<file path="config.mk">
export PLATFORM = sky130hd
export DESIGN_NAME = fifo_rd_stream
export DESIGN_NICKNAME = d
export VERILOG_FILES = /design/src/rtl/fifo_rd_stream.sv
export SDC_FILE = /design/constraint.sdc
export NUM_CORES = 1
export LEC_CHECK = 0
export CORE_AREA = 2 2 59 61
export CTS_CLUSTER_DIAMETER = 200
export DETAILED_ROUTE_END_ITERATION = 8
export DIE_AREA = 0 0 61 63
export DONT_BUFFER_PORTS = 1
export GPL_ROUTABILITY_DRIVEN = 0
export HOLD_SLACK_MARGIN = 0.03
export PLACE_DENSITY_LB_ADDON = 0.1
export SLEW_MARGIN = 20
export SYNTH_ARGS = -nofsm -noshare
export SYNTH_HDL_FRONTEND = slang
export SYNTH_SLANG_ARGS = --single-unit
</file>
<file path="constraint.sdc">
create_clock -name rclk -period 1.82 [get_ports rclk]
set_input_delay 0.182 -clock rclk [delete_from_list [all_inputs] [get_ports rclk]]
set_output_delay 0.182 -clock rclk [all_outputs]
set_load 0.05 [all_outputs]
</file>
<file path="src/rtl/fifo_rd_stream.sv">
// fifo_rd_stream
//   Read-side consumer for a dual-clock FIFO. It lives entirely in the read clock domain.
//   It pops the FIFO whenever there is buffer credit and the empty flag can be trusted.
//   Popped words are held in a 2-entry in-order buffer. The buffer is presented
//   downstream as a valid/ready stream.
//
// Parameters
//   WIDTH      data word width (must match the FIFO)
//   EMPTY_LAG  cycles after a read during which fifo_empty is stale (0 = exact)
//   COUNT_W    width of the delivered-word counter
//
// Ports
//   rclk        read-domain clock, rising edge
//   rrst_n      asynchronous active-low reset
//   fifo_empty  FIFO empty flag (rclk domain)
//   fifo_ren    FIFO read enable, one word per cycle high
//   fifo_rdata  FIFO read data, valid the cycle after fifo_ren
//   m_data      stream data (head of output buffer)
//   m_valid     stream valid
//   m_ready     stream ready from consumer
//   words_out   number of words accepted by the consumer (wraps)
module fifo_rd_stream #(
   parameter int WIDTH     = 8,
   parameter int EMPTY_LAG = 2,
   parameter int COUNT_W   = 16
) (
   input  logic               rclk,
   input  logic               rrst_n,
   input  logic               fifo_empty,
   output logic               fifo_ren,
   input  logic [WIDTH-1:0]   fifo_rdata,
   output logic [WIDTH-1:0]   m_data,
   output logic               m_valid,
   input  logic               m_ready,
   output logic [COUNT_W-1:0] words_out
);

   localparam int HOLD_W = (EMPTY_LAG < 1) ? 1 : $clog2(EMPTY_LAG + 1);
   localparam logic [HOLD_W-1:0] HOLD_LOAD = HOLD_W'(EMPTY_LAG);

   logic [1:0]         occ_q, occ_d;
   logic               inflight_q, inflight_d;
   logic [HOLD_W-1:0]  holdoff_q, holdoff_d;
   logic [WIDTH-1:0]   head_q, head_d;
   logic [WIDTH-1:0]   tail_q, tail_d;
   logic [COUNT_W-1:0] words_q, words_d;

   logic               pop;
   logic               capture;
   logic               ren;
   logic [1:0]         credit_used;

   always_comb begin
      pop         = (occ_q != 2'd0) && m_ready;
      capture     = inflight_q;
      // Buffered words plus the word on its way. This count never exceeds 2.
      credit_used = occ_q + {1'b0, inflight_q};
      // A pop in this cycle frees a slot in time for the word read now.
      // This is the only m_ready -> fifo_ren combinational path.
      ren         = rrst_n && !fifo_empty && (holdoff_q == '0) &&
                    ((credit_used < 2'd2) || pop);

      occ_d      = occ_q;
      inflight_d = ren;
      holdoff_d  = holdoff_q;
      head_d     = head_q;
      tail_d     = tail_q;
      words_d    = words_q;

      // The empty flag cannot be trusted for EMPTY_LAG cycles after each read.
      if (ren) begin
         holdoff_d = HOLD_LOAD;
      end else if (holdoff_q != '0) begin
         holdoff_d = holdoff_q - HOLD_W'(1);
      end

      if (pop) begin
         words_d = words_q + COUNT_W'(1);
      end

      case ({capture, pop})
         2'b10: begin
            occ_d = occ_q + 2'd1;
            if (occ_q == 2'd0) begin
               head_d = fifo_rdata;
            end else begin
               tail_d = fifo_rdata;
            end
         end
         2'b01: begin
            occ_d  = occ_q - 2'd1;
            head_d = tail_q;
         end
         2'b11: begin
            // The head advances and the new word fills the freed position.
            // occ cannot be 0 here because pop needs a valid head.
            if (occ_q == 2'd1) begin
               head_d = fifo_rdata;
            end else begin
               head_d = tail_q;
               tail_d = fifo_rdata;
            end
         end
         default: ;
      endcase
   end

   always_ff @(posedge rclk or negedge rrst_n) begin
      if (!rrst_n) begin
         occ_q      <= 2'd0;
         inflight_q <= 1'b0;
         holdoff_q  <= '0;
         head_q     <= '0;
         tail_q     <= '0;
         words_q    <= '0;
      end else begin
         occ_q      <= occ_d;
         inflight_q <= inflight_d;
         holdoff_q  <= holdoff_d;
         head_q     <= head_d;
         tail_q     <= tail_d;
         words_q    <= words_d;
      end
   end

   assign fifo_ren  = ren;
   assign m_valid   = (occ_q != 2'd0);
   assign m_data    = head_q;
   assign words_out = words_q;

endmodule

</file>
==> impl_metrics.ini <==
[sta]
tightest_slew_ns = 0.499
max_freq_ghz = 0.576
max_slew_margin_pct = 66.7
finalCritPeriodShare_pct = 95.4
min_period_ns = 1.74
setup_violations = 0
finalHoldViolCount = 0
worst_hold_slack_ns = 0.0433
fin_skew_ns = 0.0116
slew_viol_final = 0
finalSetupTns_ns = 0

[worst_setup_path]
crit_arrival_ns = 1.55
end_kind = output port
reg2reg_slack_ns = 0.19
criticalPathCategory = reg2out
cp.required_ns = 1.64
start_kind = flip-flop
critPathMaxFanout = 5

[die]
dieArea_um2 = 3840
die_w_um = 61
initial_core_util_pct = 52.7
die_h_um = 63
core-area_um2 = 3230
std_cell_rows = 21
num_io_pins = 38

[cts]
root_buffer = clkbuf_4
clk_latency_ns = 0.35
path_clk_slew_ns = 0.11
cts_sinks = 37
clockBufferDepth = 2
cts_tree = yes
numCtsBuffers = 5
cts_htree_levels = 2

[synth]
synth_seq_area_share_pct = 54.4
ys_warn_count = 0
synth_seq_cells = 37
synth_area_um2 = 1700
syn_inst = 142
syn_avg_cell_area_um2 = 12.0
ys_types = 31
synth_nets = 159

[final_layout]
postLayoutCoreUtil_pct = 66.4
drive_gt1_share_pct = 31.5
final_cell_mix = dfrtp_1 (36), buf_4 (21), nand2_1 (17), xnor2_1 (14), mux2i_1 (10)
final_area_um2 = 2140
layout.nets = 194
syn_to_final_growth_pct = 25.9
n_fill_cell = 268
final_common_cell = dfrtp_1
antennaDiodeCount = 0

[run]
max_cap_violations = 0

[detailed_routing]
drt_first_iter_violations = 42
route.detailed.drc = 0
routed_via_density = 5.24
post_drt_wl_per_cell_um = 14.4
routed_wirelength_um = 3230
num_vias = 1174
antenna_left = 0
drtPass1Iterations = 4

[power_and_ir_drop]
p_per_area_nw_per_um2 = 1650
leakage_nw = 1.01
vdd_drop_max_mv = 0.879

[status]
status = completed

[global_route]
grt_max_degree = 38
met3_usage_pct = 7.04
met1_usage_pct = 21.6
gr-usage-met2_pct = 31.7
grt_pass1_wl_um = 5370
grt_pass1_vias = 1256
antenna_found_initial = 0
grt_use_total_pct = 18.8
overflow = 0
grt-busiest-layer = met2

[placed_design]
placed_area_um2 = 1900
io_buffers = 0
hpwl_um = 2200

[min_path]
hp-class = in2reg
## worst paths after layout
kind | startpoint | end | depth (start not counted)
max | occ_q[1] | fifo_ren | 6
min | fifo_rdata[6] | m_data[6] | 2
max reg2reg | occ_q[0] | m_data[0] | 7
min reg2reg | holdoff_q[0] | holdoff_q[0] | 1
max in group asynchronous | rrst_n | occ_q[0] | 2
min in group asynchronous | rrst_n | words_out[15] | 2
## synthesized netlist by cell type
library cell  number  area share, %
and4b_1            1           0.59
a21oi_4            1           0.96
and3_1             1           0.37
buf_2              2           0.59
xor2_1             3            1.5
inv_1              5            1.1
dfrtp_1           37             54
mux2i_1           10            5.9
buf_4              2           0.88
nand2b_1           1           0.37
nor2_1             4           0.88
nor2b_1            1           0.37
a21oi_1            1           0.29
nand3b_1           2           0.88
nand2_2            1           0.37
and4_4             2            1.3
mux2_2             9            6.0
or2_1              1           0.37
nor3b_1            1           0.44
nand4_1            4            1.5
a21bo_2            1           0.59
o21ai_1            1           0.29
ha_1               5            3.7
and2b_4            1           0.59
and3_2             1           0.44
xnor2_1           14            7.2
nand2_1           17            3.7
nand4_2            1           0.73
a221oi_1           1           0.51
o21ai_0            8            2.4
nand3_1            3           0.88
## cell type report
cell class | count | area [um^2] | share of cell area (%)
clock inverters | 2 | 37.5 | 1.75
inverters | 5 | 22.5 | 1.05
multi-input cells | 96 | 769 | 35.9
well taps | 46 | 57.6 | 2.68
repair buffers | 32 | 279 | 13.0
flip-flops and latches | 37 | 927 | 43.2
clock buffers | 6 | 51.3 | 2.39
## cells by family (layout without fill, tap and decap cells)
group           after synthesis  in the layout  synth area share, %
mux                          19             19                 11.8
simple gates                 42             42                 13.8
flops                        37             37                 54.4
compound gates               13             13                 5.00
fa+ha+maj                     5              5                 3.67
buf+inv                       9             45                 2.57
xor+xnor                     17             17                 8.74
## power by group
group / internal, mW / total, mW / switching [mW]
sequential: 1.11 / 1.59 / 0.479
combinational: 0.576 / 1.36 / 0.779
clock: 0.326 / 0.599 / 0.272
total: 2.01 / 3.54 / 1.53
## metal layers
layer / vias up / wire length [um]
met5: - / 0
met2: 28 / 1680
met1: 580 / 1300
met3: 9 / 185
met4: 0 / 63
li1: 557 / -
## registers in the layout, summed over array words and instances, names as in the netlist
register and flops:
words_out 16, occ_q 2, tail_q 8, capture 1, m_data 8, holdoff_q 2
## through the flow
step | total power [mW] | setup slack, ns | instances
floorplan | 2.54 | 0.0431 | 142
global placement | 2.80 | 0.131 | 203
detailed placement | 2.85 | 0.113 | 203
CTS | 3.57 | 0.0154 | 223
global route | 3.75 | -0.00526 | 224
finish | 3.54 | 0.0845 | 224
## repair_timing
action,4_1_cts,5_1_grt
hold buffers,10,0
pin swaps,0,1
hold endpoints to repair,45,0
setup endpoints to repair,1,7
buffers inserted,2,1
gates resized for setup,6,2
## worst max-delay path, cell delays in order (launching register included)
cell     delay [ns]
dfrtp_1        0.38
inv_2          0.07
ha_4           0.19
nor2b_4        0.14
a21oi_2        0.06
nor3b_4        0.18
buf_6          0.18
Note: power is estimated with default switching activity, not from simulation.
